## src/rtl/led_channel_driver.sv

```systemverilog
// N-channel LED driver: each channel runs OFF / ON / BLINK / PULSE with its own
// half-period, reconfigured at runtime through a valid/ready config port.
module led_channel_driver #(
  parameter int N_CH     = 4,
  parameter int CNT_W    = 32,
  parameter int DEF_HALF = 50_000_000,
  // Derived from N_CH by default; widening it makes out-of-range indices expressible.
  parameter int CH_W     = (N_CH > 1) ? $clog2(N_CH) : 1
) (
  input  logic             clock,
  input  logic             reset,
  input  logic             cfg_valid,
  output logic             cfg_ready,
  input  logic [CH_W-1:0]  cfg_chan,
  input  logic [1:0]       cfg_mode,
  input  logic [CNT_W-1:0] cfg_half,
  input  logic [N_CH-1:0]  trig,
  output logic [N_CH-1:0]  led
);

  // Handshake: a request transfers on a clock edge where cfg_valid and cfg_ready
  // are both 1; cfg_ready is registered and stays 1 from the first edge after reset.
  typedef enum logic [1:0] {
    MODE_OFF   = 2'd0,
    MODE_ON    = 2'd1,
    MODE_BLINK = 2'd2,
    MODE_PULSE = 2'd3
  } mode_t;

  mode_t            mode_q  [N_CH];
  mode_t            mode_d  [N_CH];
  logic [CNT_W-1:0] half_q  [N_CH];
  logic [CNT_W-1:0] half_d  [N_CH];
  logic [CNT_W-1:0] count_q [N_CH];
  logic [CNT_W-1:0] count_d [N_CH];
  logic [N_CH-1:0]  led_q, led_d;
  logic             cfg_ready_q, cfg_ready_d;
  logic             cfg_fire;
  logic [CNT_W-1:0] cfg_half_clamped;

  always_comb begin
    cfg_fire         = cfg_valid & cfg_ready_q;
    cfg_half_clamped = (cfg_half == '0) ? CNT_W'(1) : cfg_half;
    cfg_ready_d      = 1'b1;
    led_d            = led_q;
    for (int i = 0; i < N_CH; i++) begin
      mode_d[i]  = mode_q[i];
      half_d[i]  = half_q[i];
      count_d[i] = count_q[i];
      unique case (mode_q[i])
        MODE_OFF: begin
          led_d[i]   = 1'b0;
          count_d[i] = '0;
        end
        MODE_ON: begin
          led_d[i]   = 1'b1;
          count_d[i] = '0;
        end
        MODE_BLINK: begin
          if (count_q[i] == half_q[i] - CNT_W'(1)) begin
            led_d[i]   = ~led_q[i];
            count_d[i] = '0;
          end else begin
            count_d[i] = count_q[i] + CNT_W'(1);
          end
        end
        MODE_PULSE: begin
          // A trigger restarts the window even when the LED is already lit.
          if (trig[i]) begin
            led_d[i]   = 1'b1;
            count_d[i] = '0;
          end else if (led_q[i]) begin
            if (count_q[i] == half_q[i] - CNT_W'(1)) begin
              led_d[i]   = 1'b0;
              count_d[i] = '0;
            end else begin
              count_d[i] = count_q[i] + CNT_W'(1);
            end
          end else begin
            count_d[i] = '0;
          end
        end
        default: ;
      endcase
      // An accepted request overrides this channel's own toggle or trigger.
      if (cfg_fire && (int'(cfg_chan) == i)) begin
        mode_d[i]  = mode_t'(cfg_mode);
        half_d[i]  = cfg_half_clamped;
        count_d[i] = '0;
        led_d[i]   = (cfg_mode == MODE_ON);
      end
    end
  end

  always_ff @(posedge clock) begin
    if (reset) begin
      cfg_ready_q <= 1'b0;
      led_q       <= '0;
      for (int i = 0; i < N_CH; i++) begin
        mode_q[i]  <= (i == 0) ? MODE_BLINK : MODE_OFF;
        half_q[i]  <= CNT_W'(DEF_HALF);
        count_q[i] <= '0;
      end
    end else begin
      cfg_ready_q <= cfg_ready_d;
      led_q       <= led_d;
      for (int i = 0; i < N_CH; i++) begin
        mode_q[i]  <= mode_d[i];
        half_q[i]  <= half_d[i];
        count_q[i] <= count_d[i];
      end
    end
  end

  assign cfg_ready = cfg_ready_q;
  assign led       = led_q;

endmodule
```

## config.mk

```make
export PLATFORM = sky130hd
export DESIGN_NAME = led_channel_driver
export DESIGN_NICKNAME = d
export VERILOG_FILES = /design/src/rtl/led_channel_driver.sv
export SDC_FILE = /design/constraint.sdc
export NUM_CORES = 1
export LEC_CHECK = 0
export CAP_MARGIN = 20
export CORE_AREA = 5 5 242 244
export CTS_CLUSTER_SIZE = 28
export DETAILED_ROUTE_END_ITERATION = 8
export DIE_AREA = 0 0 247 249
export DONT_BUFFER_PORTS = 1
export SLEW_MARGIN = 20
export SYNTH_ARGS = -nofsm -noshare
export SYNTH_HDL_FRONTEND = slang
export SYNTH_SLANG_ARGS = --single-unit
```

## constraint.sdc

```tcl
create_clock -name clock -period 6.64 [get_ports clock]
set_input_delay 0.996 -clock clock [delete_from_list [all_inputs] [get_ports clock]]
set_output_delay 0.996 -clock clock [all_outputs]
set_load 0.02 [all_outputs]
```

==> impl_results.md <==
- Area delta synth->final: 10.8%
- DIE AREA: 0.0615 mm^2
- Max Transition Viols Final: 0
- Vias in the first global route: 13,700
- Total chip power: 3.66 mW
- Yosys reg bits: 269
- Die height: 249 um
- Vias per inst: 5.25
- Pin count of the biggest net entering global routing: 96
- Max_cap viols: 0
- Period Utilization, post-route: 0.589
- Layout cells sized above 1: 0.0571
- Rows: 87
- CTS root buf: clkbuf_16
- CTS Buf Count: 31
- DR pass1 iterations: 5
- Finish-stage setup viols: 0
- CP arrival: 4400 ps
- Mapped cell area: 0.0156 mm^2
- Die width: 247 um
- Number of synthesized flops with an enable pin: 0
- Area of placed instances: 0.0162 mm^2
- Fin crit period: 3910 ps
- DR vias: 14,300
- Post-Route WL: 45,800 um
- Yosys cell types: 81
- Outcome: complete, no violations
- Initial Util: 0.278
- # fillers: 5,911
- Cts hold-fix bufs: 0
- Worst rel slew slack: 0.383
- Max Buffers Root-to-Sink: 3
- Worst hold path type: flip-flop to flip-flop
- Crit Path Class: flip-flop to flip-flop
- Port bufs: 0
- GRT overflow: 0
- Sinks on Clock Net: 269
- Routed Antenna Nets: 0
- Lkg Pwr: 5.72 nW
- Total GRT Usage: 0.143
- Number of buffers added for setup after CTS: 0
- Synth async-reset ratio: 0
- Pwr/cell area: 212 mW/mm^2
- Final #Nets: 1,990
- First-pass GRT wire length: 73,300 um
- Mapped Nets: 2,062
- Fin Hold WS: 462 ps
- Number of DRC markers in iteration 0: 976
- Fin cells: 2,719
- Syn. warnings: 0
- Critical Path RT: 7130 ps
- Main synth FF type: dfxtp_1
- Most frequent cells in the layout: nand2_1, dfxtp_1, nor3_1, xnor2_1, xor2_1
- Dpl hpwl: 33,800 um
- VDD IR-drop max: 0.000217 V
- Least-Margin Pin Slew: 922 ps
- Fmax: 256 MHz
- Setup TNS: 0 ps
- CTS tree: yes
- Final hold vios: 0
- H-tree depth: 1
- Total core area: 0.0561 mm^2
- Sequential area share after synthesis: 0.346
- Final instance area: 0.0172 mm^2
- Cell Count Post-Placement: 2,662
- Syn_area_per_cell: 7.74 um^2
- Wire per inst: 16.8 um
- Crit-path max FO: 30
- RSZ-0062 raised after global routing: no
- Boundary pin count: 48
- Antenna violations before repair: 1
- Residual DRC: 0
- Number of gates resized after CTS: 0
- Most common cell after layout, fill and taps aside: nand2_1
- Syn Inst Count: 2,011
- Worst-skew pair later-pin latency: 590 ps
- CTS clk-pin slew, worst paths: 60 ps
- CP endpoint kind: flip-flop
- Crit start category: flip-flop
- Layout Skew: 19.7 ps
- Final Wtd Congestion: 0.886
-- sequential cells by signal (all words and copies together) (netlist names) --
name	count
mode_q	8
half_q	128
cfg_ready	1
count_q	128
led	4
-- Yosys cell counts, types with 4 or more instances --
master,instances,area (um^2)
a41oi_1,4,35.0
nor4_2,5,62.6
o311ai_0,6,52.6
or3_1,21,131
o211ai_1,9,67.6
inv_1,34,128
a31oi_1,6,37.5
ha_1,8,100
nand2_1,349,1310
nand3_1,116,581
a211oi_1,12,90.1
nand4_1,62,388
and3_2,5,37.5
nor3_1,151,756
nor4b_1,8,70.1
o31ai_1,14,105
nor2b_1,16,100
o21a_1,7,52.6
nand4b_1,6,52.6
clkbuf_1,100,375
nand2b_1,12,75.1
xor2_1,126,1100
mux2i_1,10,100
and3_1,54,338
a21boi_0,4,30.0
xnor2_1,149,1310
buf_1,5,18.8
nand3b_1,6,45.0
nor3b_1,6,45.0
nor4_1,53,332
or2_2,10,62.6
and4_1,21,184
o22ai_1,7,43.8
o21ai_0,28,140
buf_2,13,65.1
a21oi_1,106,531
a21o_1,4,30.0
nor2_1,90,338
a311oi_1,4,35.0
dfxtp_1,269,5390
or4_1,25,188
and2_1,10,62.6
-- area by class of cell --
class,instances,area (um^2),area share
Multi-Input combinational cell,1586,9600,0.557
Sequential cell,269,5390,0.312
Tap cell,756,946,0.0548
Clock buffer,40,850,0.0493
Clock inverter,16,214,0.0124
Inverter,35,131,0.00762
Timing Repair Buffer,16,120,0.00696
Antenna cell,1,2.50,0.000145
-- cell families after synthesis --
logic type                 after synthesis  synth area share
xor gates and xnor gates               275             0.155
buffers and inverters                  156            0.0401
DFF                                    269             0.346
muxes                                   12           0.00788
AOI/OAI and AO/OA                      247             0.102
adders and majority gates                8           0.00643
and+or+nand+nor                       1044             0.343
-- power breakdown --
group          internal, mW  total (mW)  switching [mW]
sequential             1.64        1.68          0.0437
combinational        0.0761       0.190           0.114
clock                  1.09        1.78           0.694
total                  2.81        3.66           0.852
-- routing by layer --
metal / share of wire / up-vias / GRT usage / wire, um
met2: 0.47 / 382 / 0.240 / 21400
met1: 0.42 / 6834 / 0.178 / 19200
li1: - / 6979 / - / -
met3: 0.088 / 74 / 0.0474 / 4030
met5: 0.00028 / - / 0 / 13
met4: 0.025 / 2 / 0.0335 / 1150
-- stage by stage --
step | setup slack, ps | utilization
6_report | 2730 | 0.308
4_1_cts | 2390 | 0.308
2_1_floorplan | 2970 | -
3_5_place_dp | 2400 | 0.289
3_3_place_gp | 2600 | 0.289
5_1_grt | 2360 | 0.308
-- path summary, 6_finish.rpt --
check / cells after the start / endpoint / slack [ps] / startpoint
worst max register to register: 10 / led[1]$_SDFFE_PP0P_ / 2730 / half_q[1][0]$_SDFFE_PP0P_
worst min-delay path: 2 / mode_q[2][0]$_SDFFE_PP0P_ / 460 / mode_q[2][0]$_SDFFE_PP0P_
worst max-delay path: 10 / led[1]$_SDFFE_PP0P_ / 2730 / half_q[1][0]$_SDFFE_PP0P_
worst min register to register: 2 / mode_q[2][0]$_SDFFE_PP0P_ / 460 / mode_q[2][0]$_SDFFE_PP0P_
-- critical path, stage by stage (launching register included) --
cell and delay, ps:
dfxtp_1 370, inv_1 80, ha_1 280, or4b_1 630
nor3_4 430, nand3_2 100, a22o_1 210, or4_1 500
or4_4 510, or2_4 380, a2111oi_2 310
Power figures use the tool's default switching activity.
